**config.mk**
```make
export PLATFORM = sky130hd
export DESIGN_NAME = mem_responder
export DESIGN_NICKNAME = d
export VERILOG_FILES = /design/src/rtl/mem_pkg.sv /design/src/rtl/ram_sp.sv /design/src/rtl/mem_responder.sv
export SDC_FILE = /design/constraint.sdc
export NUM_CORES = 2
export LEC_CHECK = 0
export BUFFER_PORTS_ARGS = -buffer_cell sky130_fd_sc_hd__buf_2
export CAP_MARGIN = 10
export CORE_MARGIN = 1.5
export CORE_UTILIZATION = 50
export CTS_BUF_LIST = sky130_fd_sc_hd__clkbuf_4 sky130_fd_sc_hd__clkbuf_8 sky130_fd_sc_hd__clkbuf_16
export CTS_CLUSTER_SIZE = 8
export DETAILED_ROUTE_END_ITERATION = 10
export PLACE_DENSITY = 0.65
export SLEW_MARGIN = 10
export SYNTH_ARGS = -nofsm -noshare
export SYNTH_HDL_FRONTEND = slang
export SYNTH_HIERARCHICAL = 1
export SYNTH_SLANG_ARGS = --single-unit
```
**constraint.sdc**
```tcl
create_clock -name clk -period 3.08 [get_ports clk]
set_clock_uncertainty 0.15 [all_clocks]
set_input_delay 0.616 -clock clk [delete_from_list [all_inputs] [get_ports clk]]
set_output_delay 0.616 -clock clk [all_outputs]
set_load 0.005 [all_outputs]
```
**src/rtl/mem_pkg.sv**
```systemverilog
// Shared command codes, address map constants and state type for mem_responder.
package mem_pkg;

  typedef enum logic [1:0] {
    MNONE  = 2'b00,
    MREAD  = 2'b01,
    MWRITE = 2'b10,
    MRSVD  = 2'b11
  } mem_cmd_e;

  localparam logic [8:0] LED_ADDR = 9'h100;
  localparam logic [8:0] SW_ADDR  = 9'h140;

  typedef enum logic {
    ST_INIT = 1'b0,
    ST_RUN  = 1'b1
  } state_e;

  typedef enum logic [1:0] {
    REGION_RAM,
    REGION_LED,
    REGION_SW,
    REGION_NONE
  } region_e;

  function automatic region_e decode_addr(input logic [8:0] addr);
    if (!addr[8])          return REGION_RAM;
    if (addr == LED_ADDR)  return REGION_LED;
    if (addr == SW_ADDR)   return REGION_SW;
    return REGION_NONE;
  endfunction

endpackage

```
**src/rtl/ram_sp.sv**
```systemverilog
// Single-port RAM: synchronous write, synchronous read, write-first on a same-cycle read/write.
module ram_sp #(
  parameter int DEPTH = 256,
  parameter int WIDTH = 16,
  parameter int AW    = $clog2(DEPTH)
) (
  input  logic             clk,
  input  logic             we,
  input  logic             re,
  input  logic [AW-1:0]    addr,
  input  logic [WIDTH-1:0] wdata,
  output logic [WIDTH-1:0] rdata
);

  logic [WIDTH-1:0] mem_q [DEPTH];
  logic [WIDTH-1:0] rdata_q;

  // NOTE: the array and its read register have no reset so they map onto block RAM;
  // the read register only moves on re, which lets the consumer rely on it holding.
  always_ff @(posedge clk) begin
    if (we) mem_q[addr] <= wdata;
    if (re) rdata_q <= we ? wdata : mem_q[addr];
  end

  assign rdata = rdata_q;

endmodule

```
**src/rtl/mem_responder.sv**
```systemverilog
// CPU-facing memory responder: RAM, LED register, switch port and sticky error flag.
// Define MEM_INIT_CLEAR_EN to compile in the post-reset RAM clear (INIT state).
module mem_responder
  import mem_pkg::*;
#(
  parameter int DEPTH = 256,
  parameter int WIDTH = 16
) (
  input  logic             clk,
  input  logic             reset,
  input  logic [1:0]       mem_cmd,
  input  logic [8:0]       mem_addr,
  input  logic [WIDTH-1:0] write_data,
  input  logic [7:0]       sw,
  output logic [WIDTH-1:0] read_data,
  output logic [7:0]       led,
  output logic             ready,
  output logic             err
);

  localparam int AW = $clog2(DEPTH);

  region_e          region;
  logic             ram_we, ram_re;
  logic [AW-1:0]    ram_addr;
  logic [WIDTH-1:0] ram_wdata, ram_rdata;

  logic [7:0]       led_q, led_d;
  logic             err_q, err_d;
  logic             rd_from_ram_q, rd_from_ram_d;
  logic [WIDTH-1:0] rd_other_q, rd_other_d;

  assign region = decode_addr(mem_addr);

`ifdef MEM_INIT_CLEAR_EN
  state_e        state_q, state_d;
  logic [AW-1:0] clr_cnt_q, clr_cnt_d;

  always_comb begin
    state_d   = state_q;
    clr_cnt_d = clr_cnt_q;
    if (state_q == ST_INIT) begin
      clr_cnt_d = clr_cnt_q + AW'(1);
      if (clr_cnt_q == AW'(DEPTH - 1)) begin
        state_d   = ST_RUN;
        clr_cnt_d = '0;
      end
    end
  end

  always_ff @(posedge clk or negedge reset) begin
    if (!reset) begin
      state_q   <= ST_INIT;
      clr_cnt_q <= '0;
    end else begin
      state_q   <= state_d;
      clr_cnt_q <= clr_cnt_d;
    end
  end

  assign ready = (state_q == ST_RUN);
`else
  assign ready = 1'b1;
`endif

  // NOTE: every signal gets a default before the branches so no path can infer a latch.
  always_comb begin
    ram_we        = 1'b0;
    ram_re        = 1'b0;
    ram_addr      = mem_addr[AW-1:0];
    ram_wdata     = write_data;
    led_d         = led_q;
    err_d         = err_q;
    rd_from_ram_d = rd_from_ram_q;
    rd_other_d    = rd_other_q;
`ifdef MEM_INIT_CLEAR_EN
    if (state_q == ST_INIT) begin
      ram_we    = 1'b1;
      ram_addr  = clr_cnt_q;
      ram_wdata = '0;
    end else
`endif
    begin
      unique case (mem_cmd_e'(mem_cmd))
        MREAD: begin
          rd_from_ram_d = (region == REGION_RAM);
          rd_other_d    = '0;
          case (region)
            REGION_RAM:  ram_re = 1'b1;
            REGION_SW:   rd_other_d = WIDTH'(sw);
            REGION_NONE: err_d = 1'b1;
            default:     ;
          endcase
        end
        MWRITE: begin
          case (region)
            REGION_RAM: ram_we = 1'b1;
            REGION_LED: led_d = write_data[7:0];
            default:    err_d = 1'b1;
          endcase
        end
        MRSVD:   err_d = 1'b1;
        default: ;
      endcase
    end
  end

  // NOTE: state registers use non-blocking assignments so all flops update together.
  always_ff @(posedge clk or negedge reset) begin
    if (!reset) begin
      led_q         <= '0;
      err_q         <= 1'b0;
      rd_from_ram_q <= 1'b0;
      rd_other_q    <= '0;
    end else begin
      led_q         <= led_d;
      err_q         <= err_d;
      rd_from_ram_q <= rd_from_ram_d;
      rd_other_q    <= rd_other_d;
    end
  end

  ram_sp #(
    .DEPTH (DEPTH),
    .WIDTH (WIDTH),
    .AW    (AW)
  ) u_ram (
    .clk   (clk),
    .we    (ram_we),
    .re    (ram_re),
    .addr  (ram_addr),
    .wdata (ram_wdata),
    .rdata (ram_rdata)
  );

  // Non-RAM reads come from rd_other_q, so reset zeroes read_data without touching the RAM.
  assign read_data = rd_from_ram_q ? ram_rdata : rd_other_q;
  assign led       = led_q;
  assign err       = err_q;

endmodule

```
# Word level (Yosys, flattened, before mapping)
# Memory sizes are Yosys's and may differ from the RTL's. A register that Yosys moved wholly into a read port is not among the register bits.
# Cells that the tools add are included.
[word_totals]
register_bits = 26
ramBits = 4096
input_bits = 37
output_inout_bits = 26
n_memories = 1
[op_classes]
eq_ne = 10
muxes = 21
reduce_logical = 5
[memory_table]
columns = ["name", "words", "word_bits", "rd", "rd_ports_with_merged_regs", "write_ports", "line_no", "source"]
rows = [
  ["u_ram.mem_q", 256, 16, 1, 1, 1, "ram_sp.sv:15", "logic [WIDTH-1:0] mem_q [DEPTH];"],
]
[op_table]
columns = ["operator", "count"]
rows = [
  ["equality test 9 bit (second input constant)", 2],
  ["2-to-1 mux 16 bit", 1],
  ["2-to-1 mux 1 bit", 12],
  ["2-to-1 mux 2 bit", 6],
  ["equality test 2 bit (second input constant)", 4],
  ["2-to-1 mux 8 bit", 1],
  ["equality test 2 x 1 -> 1 bit (second input constant)", 2],
  ["case mux 1 bit (3 select lines)", 1],
  ["AND reduction 3 bit", 1],
  ["nonzero test 3 bit", 1],
  ["zero test 2 bit", 1],
  ["!= test 2 x 1 -> 1 bit (second input constant)", 1],
  ["!= test 2 bit (second input constant)", 1],
  ["AND reduction 2 bit", 1],
  ["OR reduction 2 bit", 1],
]

# Depth between registers and ports, before layout
[logic_depth]
depth_word = 13
mapped_depth = 14

# Cells and area by module
# The synthesis kept the hierarchy.
[by_module_without_submodules]
columns = ["module", "instances", "cells_per_inst", "area_per_inst_um2", "seq_area_each_um2"]
rows = [
  ["ram_sp", 1, 7024, 157472.3, 123478.4],
  ["mem_responder", 1, 71, 914.6, 450.4],
]

# Least setup slack after synthesis
# Ideal clock, no wire load.
[synth_path]
kind = "input to register"
start = "input mem_addr[0]"
end = "memory u_ram.mem_q[156][0], enable pin"
setup_time_ns = 0.430
arrival_time_ns = 3.541
setup_slack_ns = -1.041
stages = 9
n_path_buf = 8
cell_sequence = "buf_6 buf_4 buf_6 buf_6 buf_6 buf_6 buf_4 buf_4 nor4_1"
[synth_via]
elab_chain_cells = 12
word_cells_on_any_way = 17
[synth_lines]
columns = ["element", "line_no", "source"]
rows = [
  ["from (decl)", "mem_responder.sv:12", "input logic [8:0] mem_addr,"],
  ["equality test 9 bit", "mem_pkg.sv:29", "if (addr == SW_ADDR) return REGION_SW;"],
  ["2-to-1 mux 1 bit (2 in a row)", "mem_pkg.sv:29", ""],
  ["2-to-1 mux 1 bit", "mem_pkg.sv:28", "if (addr == LED_ADDR) return REGION_LED;"],
  ["2-to-1 mux 2 bit", "mem_pkg.sv:30", "return REGION_NONE;"],
  ["2-to-1 mux 2 bit", "mem_pkg.sv:29", ""],
  ["2-to-1 mux 2 bit", "mem_pkg.sv:28", ""],
  ["zero test 2 bit", "mem_responder.sv:96", "case (region)"],
  ["2-to-1 mux 1 bit", "mem_responder.sv:96", ""],
  ["2-to-1 mux 1 bit", "mem_responder.sv:84", "unique case (mem_cmd_e'(mem_cmd))"],
  ["2-to-1 mux 1 bit", "ram_sp.sv:21", "if (we) mem_q[addr] <= wdata;"],
  ["2-to-1 mux 1 bit (implied by the code)", "ram_sp.sv:21", ""],
  ["to (decl)", "ram_sp.sv:15", ""],
]
# Several ways; a longest one is shown, not always the timed one. The select of a mux whose other input is x is not followed.

# Worst setup path after layout
[layout_path]
start = "input mem_addr[5]"
end = "register u_ram.rdata_q[13], in the netlist u_ram/rdata[13] (read register of u_ram.mem_q) (data pin)"
[layout_via]
elab_chain_cells = 10
word_cells_on_any_way = 15
[layout_lines]
columns = ["element", "line_no", "source"]
rows = [
  ["equality test 9 bit", "mem_pkg.sv:29", ""],
  ["2-to-1 mux 1 bit (2 in a row)", "mem_pkg.sv:29", ""],
  ["2-to-1 mux 1 bit", "mem_pkg.sv:28", ""],
  ["2-to-1 mux 2 bit", "mem_pkg.sv:30", ""],
  ["2-to-1 mux 2 bit", "mem_pkg.sv:29", ""],
  ["2-to-1 mux 2 bit", "mem_pkg.sv:28", ""],
  ["zero test 2 bit", "mem_responder.sv:88", "case (region)"],
  ["2-to-1 mux 1 bit", "mem_responder.sv:88", ""],
  ["2-to-1 mux 1 bit", "mem_responder.sv:84", ""],
  ["to (decl)", "ram_sp.sv:16", "logic [WIDTH-1:0] rdata_q;"],
]
# Several ways; a longest one is shown, not always the timed one. The select of a mux whose other input is x is not followed.
# A chain may end at the register's enable or synchronous reset.

==> results.md <==
- The flow ran to the end, and the final reports show no timing, DRC or antenna violations.
- Using the TritonRoute via totals, the vias-per-cell ratio works out to about 6.5.
- The placed instances occupy a cell area of roughly 180000 um2.
- The library cell used as clock root buffer is clkbuf_16.
- The average wire per cell in the routed design is about 37 um.
- The period utilization is 0.9991.
- At the pin with the least slew margin, the transition time is between 1 and 1.5 ns.
- The overall routing resource usage is 0.2966.
- After layout, the worst setup slack is roughly 0.0027 ns.
- The number of nets in the synthesized netlist is a little over 7000.
- The width of the die is around 570 um.
- The type of the worst setup path is in -> reg.
- The library cell used most frequently in the layout, excluding fill and tap cells, is edfxtp_1.
- The setup slack at placement is -1.180 ns.
- In this run the core area contains 206 standard-cell rows.
- The adder-cell area share of the yosys netlist is 0.
- The first global-routing pass estimated about 660000 um of wire.
- The count of flip-flops with a built-in enable after synthesis is 4112.
- TritonCTS built the clock tree.
- The final-stage net count is a little under 9000.
- The setup check on the worst reg-to-reg path leaves a slack of roughly 0.060 ns.
- By area, the combinational part of the netlist is dominated by multiplexers.
- For this run, the number of Yosys warnings is 6.
- The number of max-slew violations in the final report came to 0.
- The dominant register cell in the synthesized netlist is edfxtp_1.
- In this run the deepest clock path goes through 4 buffers.
- The number of antenna violations at the first check in global routing is 35.
- The reg-to-reg startpoint is u_ram/mem_q[127][7].
- For the worst setup path, the data required time is 3.81 ns.
- Measured against its own limit, the worst slew margin works out to 0.1220.
- Tracing the worst setup path back leads to its startpoint at mem_addr[5].
- The upper clock frequency limit is between 0.3 and 0.4 GHz.
- The leftover overflow at the end of global routing is 0.
- STA classifies the critical path startpoint as an input pin.
- Of the total synthesized cell area, the portion taken by XOR and XNOR cells is 0.
- At the later pin of the worst-skew pair, clock insertion delay measures roughly 1.1 ns.
- The core region is ~310000 um2.
- The tree built by TritonCTS fans out to between 4000 and 5000 sinks.
- Across all layers, the routed design uses around 85000 vias.
- The number of global-route vias before repair came to 85701.
- Of the cells placed in the final design, the portion with a size suffix greater than 1 is 0.3877.
- The compound-gate portion of the synthesized area came to 0.02976.
- The setup-violating endpoint count in the final report is 0.
- The number of nets still failing antenna checks after routing is 0.
- The full die area is 320200 um2.
- Once layout is done, the placed cells without fillers occupy 196600 um2.
- The sequential area share after synthesis is 0.7824.
- The number of instances in the synthesized netlist is roughly 7100.
- Of the total synthesized cell area, the portion taken by AND, OR, NAND and NOR gates is 0.01888.
- The static leakage is 64.08 nW.
- The arrival time reported for the critical path endpoint is approximately 3.8 ns.
- The count of pins on the block boundary is 63.
- The count of final hold-check violations is 0.
- The total clock buffers created by CTS is 586.
- After synthesis, the share of flip-flops with an asynchronous set or reset is 0.004358.
- The clock tree synthesis step divided the H-tree into 6 levels.
- The post-synthesis mux area share is 0.1535.
- The count of buffers added on input and output ports is 61.
- Counting flops and latches in the post-synthesis netlist gives between 4000 and 5000.
- In the layout the commonest cells are edfxtp_1, mux4_2, buf_4, clkbuf_16, buf_12.
- The average size of a mapped cell is 22.32 um2.
- The die is around 570 um tall.
- After clock tree synthesis, the clock-pin slew on the worst setup and hold paths is approximately 0.05 ns.
- Entering global routing, the biggest net connects between 100 and 150 pins.
- Setup repair after global routing left no endpoint under its margin.
- The count of unique library cells instantiated by Yosys is 72.
- The cell area that synthesis handed to floorplanning was 158400 um2.
- The detailed placer's ending HPWL is between 300000 and 400000 um.
- The power per cell area is roughly 640 nW/um2.
- The biggest fanout along the worst timing path is 17.
- For this run, design rule violations remaining after detail routing come to 0.
- The aggregate routed wire length is between 400000 and 500000 um.
- In this run the worst setup path terminates at u_ram/rdata[13].
- The number of filler instances in the final layout is about 21000.
- The number of DRC violations after detailed-routing iteration 0 is between 10000 and 15000.
- Relative to the synthesized area, the layout overhead comes to 24.10%.
- The tool flagged a number of max-cap violations equal to 0.
- The worst register-to-register path ends at u_ram/rdata[7].
- The capturing element type of the critical path is a flip-flop.
- The routability-driven placement congestion ratio is 0.9959.
- The maximum VDD drop is roughly 0.7 mV.
- The tightest min-delay check is of the in -> reg type.
- The post-route minimum period is just over 3 ns.
- The effective utilization at floorplan is 0.5029.
- The total negative setup slack is 0 ns.
- The first detailed-routing pass ran for 6 iterations.
- The cell count of the worst reg-to-reg path is 7.
==> flip-flops by register name, summed over array words and instances (netlist names) <==
signal,cells
err,1
rd_other_q,8
u_ram/mem_q,4096
led,8
u_ram/rdata,16
rd_from_ram_q,1
==> through the flow <==
stage	power, mW	hold slack (ns)	instances	utilization
detailed placement	69.88	0.3418	12264	0.5714
floorplan	65.99	0.1704	7095	-
finish	126.6	0.08391	12972	0.6241
global route	129.7	0.06534	12964	0.6240
CTS	127.2	0.04431	12958	0.6239
global placement	69.77	0.3235	12264	0.5714
==> how the worst min path moves through the flow <==
stage / cells after the start / slack (ns) / from / end
floorplan: 0 / 0.17 / reset / err
global placement: 2 / 0.32 / err / err
detailed placement: 1 / 0.34 / rd_other_q[4] / rd_other_q[4]
CTS: 1 / 0.04 / write_data[10] / u_ram/mem_q[244][10]
global route: 1 / 0.07 / write_data[10] / u_ram/mem_q[244][10]
finish: 1 / 0.08 / write_data[14] / u_ram/mem_q[179][14]
==> final cells by class <==
class                           count  area, um2  area share
Antenna cell                       14      35.03   0.0001782
Clock buffer                      613      14950     0.07608
Clock inverter                     56       1292    0.006576
Inverter                            8      30.03   0.0001528
Multi-Input combinational cell   2531      34170      0.1738
Sequential cell                  4130     123900      0.6305
Tap cell                         4160       5205     0.02648
Timing Repair Buffer             1460      16940     0.08619
==> report_power, final <==
group          total [mW]  switching [mW]  internal (mW)
sequential           62.0          0.0430           62.0
combinational        6.96            4.21           2.75
clock                57.6            23.2           34.4
==> metal layers <==
metal | vias up | track usage | wire length, um
li1 | 33385 | - | -
met5 | - | 0.003570 | 245
met1 | 44999 | 0.3983 | 174600
met2 | 5177 | 0.4548 | 220800
met4 | 14 | 0.1498 | 27940
met3 | 954 | 0.07369 | 50990
==> worst max-delay path, cell delays in order <==
cell and delay, ns:
buf_4 0.37, buf_4 0.22, nand3b_1 0.44, buf_12 0.20, buf_4 0.17, o22ai_1 0.13
or4_1 0.55, buf_12 0.17, o21ai_0 0.50, a221oi_1 0.23, a21oi_1 0.16
==> synthesized netlist by cell type (4+ instances only) <==
library cell | number | area share
buf_6 | 49 | 0.0035
nand3b_1 | 9 | 0.00043
a211oi_1 | 12 | 0.00057
nand2_1 | 69 | 0.0016
nand4_1 | 9 | 0.00036
and3_1 | 4 | 0.00016
clkbuf_1 | 170 | 0.0040
nor2_1 | 297 | 0.0070
buf_4 | 62 | 0.0029
dfrtp_1 | 18 | 0.0028
and2_1 | 13 | 0.00051
edfxtp_1 | 4112 | 0.78
o211ai_1 | 9 | 0.00043
buf_1 | 19 | 0.00045
or4_1 | 13 | 0.00062
o31ai_1 | 5 | 0.00024
or3b_2 | 8 | 0.00044
a32o_1 | 26 | 0.0016
mux4_2 | 949 | 0.13
a22o_1 | 22 | 0.0012
mux2_4 | 8 | 0.00076
nand2b_1 | 11 | 0.00043
inv_1 | 8 | 0.00019
buf_8 | 4 | 0.00038
buf_2 | 121 | 0.0038
a32oi_1 | 12 | 0.00066
or3_1 | 24 | 0.00095
o22a_1 | 16 | 0.00088
a21oi_1 | 90 | 0.0028
mux2i_1 | 261 | 0.016
a22oi_1 | 191 | 0.0091
nor3_1 | 51 | 0.0016
mux2_2 | 18 | 0.0013
o22ai_1 | 147 | 0.0058
o2111ai_1 | 4 | 0.00022
a221oi_1 | 31 | 0.0017
nor2b_1 | 19 | 0.00075
nand3_1 | 54 | 0.0017
a31oi_1 | 15 | 0.00059
nor4_1 | 29 | 0.0011
o21ai_0 | 36 | 0.0011
o221ai_1 | 25 | 0.0014
o41ai_1 | 4 | 0.00022
==> cells by family after synthesis <==
family                 after synthesis
AOI/OAI and AO/OA                  665
buffers and inverters              434
DFF                               4130
muxes                             1236
other                                1
and+or+nand+nor                    629
==> what timing repair did <==
action	in CTS	in global routing
setup endpoints to repair	4	10
buffers inserted	0	0
endpoints found under the hold margin	350	0
gates resized for setup	5	3
cloned	0	0
hold buffers	25	0
Power figures use the tool's default switching activity.
